`src/rtl/fp_instruction_decoder.sv`:
```
// -----------------------------------------------------------------------------
// fp_types_pkg
//   Encodings shared by the single-precision FP decode path: major opcodes,
//   sub-operation codes and the packed record of decoded fields.
//
// fp_instruction_decoder
//   Registered decoder for RV32F/RV64F single-precision instructions. Every
//   rising clk edge the instruction word present at that edge is decoded and
//   the result is registered; unrecognised or malformed words register as
//   all-zero, the same value reset produces.
//
// Ports
//   clk       in   1  clock, rising edge
//   rst       in   1  asynchronous, active-low reset
//   instr     in  32  instruction word
//   fp_op     out  7  major opcode, FP_OP_NONE when not an F instruction
//   func      out  7  FP_INSTR_* sub-op (NONE for loads, stores, R4, illegal)
//   fmt       out  2  format field for R4/OP-FP
//   rs1/rs2/rs3/rd    out 5  register indices
//   offset    out 12  load/store immediate
//   fp_read, fp_write, eff_read, eff_write, int_read, int_write  out 1 enables
//   rm        out  3  rounding mode
// -----------------------------------------------------------------------------
package fp_types_pkg;

  localparam logic [6:0] FP_OP_NONE   = 7'h00;
  localparam logic [6:0] FP_OP_FLW    = 7'b0000111;
  localparam logic [6:0] FP_OP_FSW    = 7'b0100111;
  localparam logic [6:0] FP_OP_FMADD  = 7'b1000011;
  localparam logic [6:0] FP_OP_FMSUB  = 7'b1000111;
  localparam logic [6:0] FP_OP_FNMSUB = 7'b1001011;
  localparam logic [6:0] FP_OP_FNMADD = 7'b1001111;
  localparam logic [6:0] FP_OP_OP_FP  = 7'b1010011;

  localparam logic [6:0] FP_INSTR_NONE      = 7'd0;
  localparam logic [6:0] FP_INSTR_FADD      = 7'd1;
  localparam logic [6:0] FP_INSTR_FSUB      = 7'd2;
  localparam logic [6:0] FP_INSTR_FMUL      = 7'd3;
  localparam logic [6:0] FP_INSTR_FDIV      = 7'd4;
  localparam logic [6:0] FP_INSTR_FSQRT     = 7'd5;
  localparam logic [6:0] FP_INSTR_FSGNJ     = 7'd6;
  localparam logic [6:0] FP_INSTR_FSGNJN    = 7'd7;
  localparam logic [6:0] FP_INSTR_FSGNJX    = 7'd8;
  localparam logic [6:0] FP_INSTR_FMIN      = 7'd9;
  localparam logic [6:0] FP_INSTR_FMAX      = 7'd10;
  localparam logic [6:0] FP_INSTR_FCVT_W_S  = 7'd11;
  localparam logic [6:0] FP_INSTR_FCVT_WU_S = 7'd12;
  localparam logic [6:0] FP_INSTR_FMV_X_W   = 7'd13;
  localparam logic [6:0] FP_INSTR_FEQ       = 7'd14;
  localparam logic [6:0] FP_INSTR_FLT       = 7'd15;
  localparam logic [6:0] FP_INSTR_FLE       = 7'd16;
  localparam logic [6:0] FP_INSTR_FCLASS    = 7'd17;
  localparam logic [6:0] FP_INSTR_FCVT_S_W  = 7'd18;
  localparam logic [6:0] FP_INSTR_FCVT_S_WU = 7'd19;
  localparam logic [6:0] FP_INSTR_FMV_W_X   = 7'd20;
  localparam logic [6:0] FP_INSTR_FCVT_L_S  = 7'd21;
  localparam logic [6:0] FP_INSTR_FCVT_LU_S = 7'd22;
  localparam logic [6:0] FP_INSTR_FCVT_S_L  = 7'd23;
  localparam logic [6:0] FP_INSTR_FCVT_S_LU = 7'd24;

  typedef struct packed {
    logic [6:0]  fp_op;
    logic [6:0]  func;
    logic [1:0]  fmt;
    logic [4:0]  rs1;
    logic [4:0]  rs2;
    logic [4:0]  rs3;
    logic [4:0]  rd;
    logic [11:0] offset;
    logic        fp_read;
    logic        fp_write;
    logic        eff_read;
    logic        eff_write;
    logic        int_read;
    logic        int_write;
    logic [2:0]  rm;
  } fp_dec_t;

endpackage

module fp_instruction_decoder
  import fp_types_pkg::*;
(
  input  logic        clk,
  input  logic        rst,
  input  logic [31:0] instr,
  output logic [6:0]  fp_op,
  output logic [6:0]  func,
  output logic [1:0]  fmt,
  output logic [4:0]  rs1,
  output logic [4:0]  rs2,
  output logic [4:0]  rs3,
  output logic [4:0]  rd,
  output logic [11:0] offset,
  output logic        fp_read,
  output logic        fp_write,
  output logic        eff_read,
  output logic        eff_write,
  output logic        int_read,
  output logic        int_write,
  output logic [2:0]  rm
);

  logic [6:0] opcode_s;
  logic [4:0] rd_f_s;
  logic [2:0] funct3_s;
  logic [4:0] rs1_f_s;
  logic [4:0] rs2_f_s;
  logic [1:0] fmt_f_s;
  logic [4:0] funct5_s;

  fp_dec_t dec_s;
  fp_dec_t dec_r;
  logic    legal_s;

  assign opcode_s = instr[6:0];
  assign rd_f_s   = instr[11:7];
  assign funct3_s = instr[14:12];
  assign rs1_f_s  = instr[19:15];
  assign rs2_f_s  = instr[24:20];
  assign fmt_f_s  = instr[26:25];
  assign funct5_s = instr[31:27];

  // Combinational decode of the current word; legal_s gates whether it is kept.
  always_comb begin
    dec_s       = '0;
    dec_s.fp_op = FP_OP_NONE;
    dec_s.func  = FP_INSTR_NONE;
    legal_s     = 1'b0;
    case (opcode_s)
      FP_OP_FLW: begin
        // Width funct3 is deliberately not checked.
        legal_s        = 1'b1;
        dec_s.fp_op    = FP_OP_FLW;
        dec_s.rs1      = rs1_f_s;
        dec_s.rd       = rd_f_s;
        dec_s.offset   = instr[31:20];
        dec_s.fp_write = 1'b1;
        dec_s.eff_read = 1'b1;
      end
      FP_OP_FSW: begin
        legal_s         = 1'b1;
        dec_s.fp_op     = FP_OP_FSW;
        dec_s.rs1       = rs1_f_s;
        dec_s.rs2       = rs2_f_s;
        dec_s.offset    = {instr[31:25], instr[11:7]};
        dec_s.fp_read   = 1'b1;
        dec_s.eff_write = 1'b1;
      end
      FP_OP_FMADD, FP_OP_FMSUB, FP_OP_FNMSUB, FP_OP_FNMADD: begin
        // Only single precision (fmt 00) is supported; rm passes through.
        legal_s        = (fmt_f_s == 2'b00);
        dec_s.fp_op    = opcode_s;
        dec_s.fmt      = fmt_f_s;
        dec_s.rs1      = rs1_f_s;
        dec_s.rs2      = rs2_f_s;
        dec_s.rs3      = funct5_s;
        dec_s.rd       = rd_f_s;
        dec_s.rm       = funct3_s;
        dec_s.fp_read  = 1'b1;
        dec_s.fp_write = 1'b1;
      end
      FP_OP_OP_FP: begin
        dec_s.fp_op = FP_OP_OP_FP;
        dec_s.fmt   = fmt_f_s;
        dec_s.rs1   = rs1_f_s;
        dec_s.rd    = rd_f_s;
        case (funct5_s)
          5'b00000, 5'b00001, 5'b00010, 5'b00011: begin
            legal_s        = 1'b1;
            dec_s.func     = FP_INSTR_FADD + {5'b00000, funct5_s[1:0]};
            dec_s.rs2      = rs2_f_s;
            dec_s.rm       = funct3_s;
            dec_s.fp_read  = 1'b1;
            dec_s.fp_write = 1'b1;
          end
          5'b01011: begin
            legal_s        = (rs2_f_s == 5'd0);
            dec_s.func     = FP_INSTR_FSQRT;
            dec_s.rm       = funct3_s;
            dec_s.fp_read  = 1'b1;
            dec_s.fp_write = 1'b1;
          end
          5'b00100: begin
            dec_s.rs2      = rs2_f_s;
            dec_s.fp_read  = 1'b1;
            dec_s.fp_write = 1'b1;
            case (funct3_s)
              3'b000:  begin legal_s = 1'b1; dec_s.func = FP_INSTR_FSGNJ;  end
              3'b001:  begin legal_s = 1'b1; dec_s.func = FP_INSTR_FSGNJN; end
              3'b010:  begin legal_s = 1'b1; dec_s.func = FP_INSTR_FSGNJX; end
              default: legal_s = 1'b0;
            endcase
          end
          5'b00101: begin
            dec_s.rs2      = rs2_f_s;
            dec_s.fp_read  = 1'b1;
            dec_s.fp_write = 1'b1;
            case (funct3_s)
              3'b000:  begin legal_s = 1'b1; dec_s.func = FP_INSTR_FMIN; end
              3'b001:  begin legal_s = 1'b1; dec_s.func = FP_INSTR_FMAX; end
              default: legal_s = 1'b0;
            endcase
          end
          5'b10100: begin
            dec_s.rs2       = rs2_f_s;
            dec_s.fp_read   = 1'b1;
            dec_s.int_write = 1'b1;
            case (funct3_s)
              3'b010:  begin legal_s = 1'b1; dec_s.func = FP_INSTR_FEQ; end
              3'b001:  begin legal_s = 1'b1; dec_s.func = FP_INSTR_FLT; end
              3'b000:  begin legal_s = 1'b1; dec_s.func = FP_INSTR_FLE; end
              default: legal_s = 1'b0;
            endcase
          end
          5'b11000: begin
            // FP -> integer conversions; rs2 field picks the integer type.
            dec_s.rm        = funct3_s;
            dec_s.fp_read   = 1'b1;
            dec_s.int_write = 1'b1;
            case (rs2_f_s)
              5'd0:    begin legal_s = 1'b1; dec_s.func = FP_INSTR_FCVT_W_S;  end
              5'd1:    begin legal_s = 1'b1; dec_s.func = FP_INSTR_FCVT_WU_S; end
              5'd2:    begin legal_s = 1'b1; dec_s.func = FP_INSTR_FCVT_L_S;  end
              5'd3:    begin legal_s = 1'b1; dec_s.func = FP_INSTR_FCVT_LU_S; end
              default: legal_s = 1'b0;
            endcase
          end
          5'b11010: begin
            // Integer -> FP conversions; rs2 field picks the integer type.
            dec_s.rm       = funct3_s;
            dec_s.int_read = 1'b1;
            dec_s.fp_write = 1'b1;
            case (rs2_f_s)
              5'd0:    begin legal_s = 1'b1; dec_s.func = FP_INSTR_FCVT_S_W;  end
              5'd1:    begin legal_s = 1'b1; dec_s.func = FP_INSTR_FCVT_S_WU; end
              5'd2:    begin legal_s = 1'b1; dec_s.func = FP_INSTR_FCVT_S_L;  end
              5'd3:    begin legal_s = 1'b1; dec_s.func = FP_INSTR_FCVT_S_LU; end
              default: legal_s = 1'b0;
            endcase
          end
          5'b11100: begin
            dec_s.fp_read   = 1'b1;
            dec_s.int_write = 1'b1;
            if (rs2_f_s == 5'd0) begin
              case (funct3_s)
                3'b000:  begin legal_s = 1'b1; dec_s.func = FP_INSTR_FMV_X_W; end
                3'b001:  begin legal_s = 1'b1; dec_s.func = FP_INSTR_FCLASS;  end
                default: legal_s = 1'b0;
              endcase
            end else begin
              legal_s = 1'b0;
            end
          end
          5'b11110: begin
            legal_s        = (rs2_f_s == 5'd0) && (funct3_s == 3'b000);
            dec_s.func     = FP_INSTR_FMV_W_X;
            dec_s.int_read = 1'b1;
            dec_s.fp_write = 1'b1;
          end
          default: legal_s = 1'b0;
        endcase
        // Double/quad/half formats are not handled here.
        if (fmt_f_s != 2'b00) begin
          legal_s = 1'b0;
        end else begin
          legal_s = legal_s;
        end
      end
      default: legal_s = 1'b0;
    endcase
  end

  // Output register: illegal words register the reset (all-zero) value.
  always_ff @(posedge clk or negedge rst) begin
    if (!rst) begin
      dec_r <= '0;
    end else if (legal_s) begin
      dec_r <= dec_s;
    end else begin
      dec_r <= '0;
    end
  end

  assign fp_op     = dec_r.fp_op;
  assign func      = dec_r.func;
  assign fmt       = dec_r.fmt;
  assign rs1       = dec_r.rs1;
  assign rs2       = dec_r.rs2;
  assign rs3       = dec_r.rs3;
  assign rd        = dec_r.rd;
  assign offset    = dec_r.offset;
  assign fp_read   = dec_r.fp_read;
  assign fp_write  = dec_r.fp_write;
  assign eff_read  = dec_r.eff_read;
  assign eff_write = dec_r.eff_write;
  assign int_read  = dec_r.int_read;
  assign int_write = dec_r.int_write;
  assign rm        = dec_r.rm;

endmodule

```
`config.mk`:
```
export PLATFORM = sky130hd
export DESIGN_NAME = fp_instruction_decoder
export DESIGN_NICKNAME = d
export VERILOG_FILES = /design/src/rtl/fp_instruction_decoder.sv
export SDC_FILE = /design/constraint.sdc
export NUM_CORES = 1
export LEC_CHECK = 0
export CORE_AREA = 2 2 81 99
export CTS_BUF_LIST = sky130_fd_sc_hd__clkbuf_2 sky130_fd_sc_hd__clkbuf_4 sky130_fd_sc_hd__clkbuf_8
export CTS_CLUSTER_DIAMETER = 50
export DETAILED_ROUTE_END_ITERATION = 7
export DIE_AREA = 0 0 83 101
export SYNTH_ARGS = -nofsm -noshare
export SYNTH_HDL_FRONTEND = slang
export SYNTH_SLANG_ARGS = --single-unit
```
`constraint.sdc`:
```
create_clock -name clk -period 1.07 [get_ports clk]
set_clock_uncertainty 0.05 [all_clocks]
set_input_delay 0.214 -clock clk [delete_from_list [all_inputs] [get_ports clk]]
set_output_delay 0.214 -clock clk [all_outputs]
set_load 0.005 [all_outputs]
```
# After elaboration in Yosys (flattened, before gate mapping)
# Index checks and enable logic that the tools add are counted.
# classes
addsub	1
n_eq_ne	23
n_mux	36
reduce_logical	25
# op_table
cell	n
57-bit two-way mux	1
5-bit case mux with 9 select lines	1
5-bit case mux with 4 select lines	2
7-bit equality test (second input constant)	5
5-bit two-way mux	6
7-bit case mux with 4 select lines	1
5-bit equality test (second input constant)	5
12-bit case mux with 2 select lines	1
7-bit OR reduction	3
5-bit by 2-bit equality test with 1-bit output (second input constant)	4
5-bit case mux with 2 select lines	2
5-bit case mux with 3 select lines	1
5-bit OR reduction	3
4-bit case mux with 3 select lines	1
4-bit OR reduction	3
1-bit two-way mux	11
5-bit by 1-bit equality test with 1-bit output (second input constant)	2
5-bit by 3-bit equality test with 1-bit output (second input constant)	2
5-bit zero test	2
10-bit OR reduction	1
2-bit OR reduction	5
9-bit OR reduction	1
4-bit case mux with 2 select lines	1
7-bit by 3-bit equality test with 1-bit output (second input constant)	1
other kinds (17)	20
# totals
reg_bits	57
input_bits	34
out_inout_bits	57
wordCells	100

# Longest topological paths before layout
# logic_depth
word_depth	8
ltp_mapped	10

# Worst setup path after synthesis
# Ideal clock, no wire load.
# synth_timing
path_type	input to register
from	input instr[27]
to	register dec_r, in the netlist rm[1]
setup_ns	0.120
arrival_ns	1.845
setup_slack_ns	-0.945
stages	10
path_cell_list	inv_1 -> ha_1 -> buf_2 -> and3b_1 -> a22oi_1 -> nand3_2 -> o41ai_4 -> inv_2 -> buf_6 -> and3_1
# synth_via
elab_chain_len	6
# synth_lines
item	line	text
start, declared	86	input logic [31:0] instr,
5-bit by 1-bit equality test with 1-bit output, or another cell as far along	168	case (funct5_s)
4-bit OR reduction or 2-bit OR reduction (tied branches)	n/a	
1-bit case mux with 7 select lines	168	
1-bit two-way mux	264	if (fmt_f_s != 2'b00) begin
1-bit case mux with 3 select lines	130	case (opcode_s)
57-bit two-way mux *	278	end else if (legal_s) begin
end signal, assigned	279	dec_r <= dec_s;
end, declared	113	fp_dec_t dec_r;
# Mark *: on every way between the ends. The rest lies on a longest branch, timed or not.

# Worst setup path after layout
# layout_timing
from	input instr[28]
to	register dec_r, in the netlist fp_read
# The elaborated chain is that of the path after synthesis.

==> results by group <==
Final layout
  – Number of diodes: 0
  – Multi-input logic area: 1420 sq um
  – Register area: 1380 sq um
  – Fillers: 636
  – Fin nets: 456
  – Layout cells sized above 1: 57.5%
  – Final Core Density: 60.1%
  – Synth-to-Final Area Change: 77.6%

CTS
  – CTS Buf Count: 5
  – CTS clock-pin slew for the worst setup and hold paths: 0.10 ns
  – Max clock buf depth: 2
  – Htree depth: 2
  – CTS root buf: clkbuf_8
  – Clk sinks: 55
  – CTS tree: yes

Setup path
  – Crit path DAT: 1.93 ns
  – CP Launch Type: input port
  – Slowest-stage cell, CP: a2111oi_1
  – Req. time, crit path: 1.21 ns
  – CP max stage delay: 0.43 ns
  – Critical Path Sink Type: register
  – Worst Path Max Fanout: 3
  – Crit-path most repeated cell: buf_4
  – Critical-path cell list: buf_12 -> ha_4 -> buf_4 -> buf_6 -> nor2_1 -> a21boi_1 -> a2111oi_1 -> buf_4 -> a21oi_1 -> o31a_1
  – Critical setup path kind: in2reg

Yosys
  – Syn Area/Cell: 10.6 sq um
  – Mapped Area: 2530 sq um
  – Unique masters post-synth: 49
  – Post-synth EDFFs: 0
  – Synth Flop Type: dfrtp_1
  – Synth Register Bits: 55
  – Post-synthesis sequential area ratio: 54.3%
  – Async set-reset flop share out of synthesis: 100%
  – Mapped Cells: 239
  – Synth Warn #: 0

STA
  – RSZ-0062 raised after global routing: yes
  – Fin worst setup slack: -0.724 ns
  – Max-slew violation count: 0
  – Final setup violating endpoints: 50
  – Final hold viol count: 0
  – Final Critical Period: 1.79 ns
  – Setup TNS: -21.42 ns
  – Fmax: 558 MHz
  – WHS: 0.129 ns
  – Tcrit/Tclk final: 168%

Pwr
  – Power density cells: 941 nW/um^2
  – Leakage power total: 2.28 nW
  – Peak supply drop: 496 uV

Floorplanning
  – Core Footprint: 7490 sq um
  – Die area: 8380 sq um
  – Die width: 83 um
  – Starting density of the core: 33.8%
  – Cell Rows: 35
  – Die Y-Extent: 101 um
  – Ports: 91

Global route
  – First-pass GRT wire length: 13000 um
  – Met2 GRT Util: 38.3%
  – GR Overflow Total: 0
  – Global routing usage on met1: 22.2%
  – GR peak layer: met2
  – All-layer global routing usage: 19.7%
  – Pin count of the biggest net entering global routing: 27
  – Global routing usage on met3: 2.05%
  – Initial antenna violation count: 0
  – Vias in the first global route: 2623

Placed design
  – Gpl congestion: 0.892
  – Pre-CTS setup slack: -1.62 ns
  – IO Port Bufs: 88
  – Dpl hpwl: 6020 um

Route
  – Routed vias: 2462
  – Remaining antenna violation count: 0
  – WL final: 8090 um
  – WL per Instance: 15.8 um
  – TritonRoute pass-1 iters: 5
  – First DRT Iteration DRCs: 51
  – Vias per cell: 4.82
  – Residual DRC: 0

Job
  – Maxcap violations: 0

Status
  – Failing checks: setup timing
  – Outcome: finished with violations

Worst hold path
  – Worst hold path type: in2reg
-- per-stage QoR --
stage               instance area, sq um  power (mW)  std cells
floorplan                           2660        2.34        242
global placement                    4110        2.76        480
detailed placement                  4110        2.77        480
CTS                                 4340        4.21        506
global route                        4500        4.39        511
finish                              4500        4.23        511
-- registers in the layout, summed over array words and instances, names as in the netlist --
signal	flops
fp_write	1
rd	5
func	5
int_write	1
eff_read	1
rs3	5
fmt	2
rs2	5
rs1	5
offset	12
int_read	1
rm	3
eff_write	1
fp_read	1
fp_op	7
-- cell usage after synthesis (2+ instances only) --
cell       n  area share [%]
o41ai_4    2             2.2
o211ai_1   2            0.59
nor3b_1    5             1.5
a22oi_1    2            0.59
buf_2      5            0.99
buf_4      2            0.59
nand2_1   10             1.5
mux2i_1    6             2.4
nor4bb_1   2            0.79
dfrtp_1   55              54
nor2_1    28             4.1
inv_1      9             1.3
and2_1    15             3.7
and3_1     5             1.2
o21ai_0   13             2.6
nor2b_1    2            0.49
and3b_1    2            0.69
nand3_1    9             1.8
nor4_2     2            0.99
o31a_1     2            0.69
a211oi_1   4             1.2
nand2b_1   2            0.49
ha_1       4             2.0
nor3_1    11             2.2
nand4_1    2            0.49
clkbuf_1   5            0.74
a21oi_1   10             2.0
xnor2_1    2            0.69
-- cell families (layout without fill, tap and decap cells) --
logic type | count (synthesis) | count (layout) | synth area share, %
AOI/OAI and AO/OA | 44 | 44 | 12.6
xor gates and xnor gates | 2 | 2 | 0.691
and+or+nand+nor | 104 | 104 | 23.7
DFF | 55 | 55 | 54.3
adders and majority gates | 4 | 4 | 1.98
buffers and inverters | 23 | 200 | 4.25
other | 1 | 4 | 0.148
muxes | 6 | 6 | 2.37
-- layer usage --
metal	part of all wire, %	up-vias
li1	-	1185
met1	39	1201
met2	55	59
met3	3.1	17
met4	2.8	0
met5	0	-
-- power by group --
part           leakage [nW]  switching (mW)  internal [mW]
clock network        0.0612           0.649          0.758
logic                  1.46           0.355          0.382
registers             0.763         0.00198           2.09
-- final timing paths --
check,from,depth (start not counted),to,slack [ns]
min in group asynchronous,rst,2,offset[8]$_DFF_PN0_,0.28
max in group asynchronous,rst,3,rs2[3]$_DFF_PN0_,0.28
max,instr[28],10,fp_read$_DFF_PN0_,-0.72
min,instr[3],2,fp_op[3]$_DFF_PN0_,0.13
-- cells in the final DEF (no fill, tap or decap), types with 4 or more instances in the layout --
cell type        instances
inv_1                    4
a21oi_1                  9
ha_4                     4
buf_12                   5
and2_4                   5
buf_2                   61
and3_4                   5
nor2_2                  11
nand2_1                  9
buf_6                   12
nor3b_2                  5
o21ai_0                 11
nand3_1                  7
nor3_1                   8
clkbuf_8                 6
and2_1                  10
nor2_4                   8
dlygate4sd2_1            9
mux2i_1                  6
buf_4                   75
conb_1                   4
nor2_1                   9
clkdlybuf4s50_1         10
dfrtp_1                 55
-- layout make-up --
cell class	instances	share of cell area (%)
Timing Repair inverter	1	0.167
Inverter	10	1.45
Clock buffer	6	1.84
Multi-Input combinational cell	164	31.6
Clock inverter	2	0.779
Sequential cell	55	30.6
Tap cell	92	2.56
Timing Repair Buffer	181	31.0
-- repair_timing --
action,CTS,global route
setup endpoints to repair,108,107
resized for setup,340,52
buffers inserted,14,11
pin swaps,34,21
hold buffers,1,0
hold endpoints to repair,55,0
cloned,3,0
-- critical path: cells and delay by family --
kind	cells	cell delay [ns]
compound gates	4	0.91
fa+ha+maj	1	0.17
buf+inv	4	0.55
simple gates	1	0.09
Note: power is estimated with default switching activity, not from simulation.
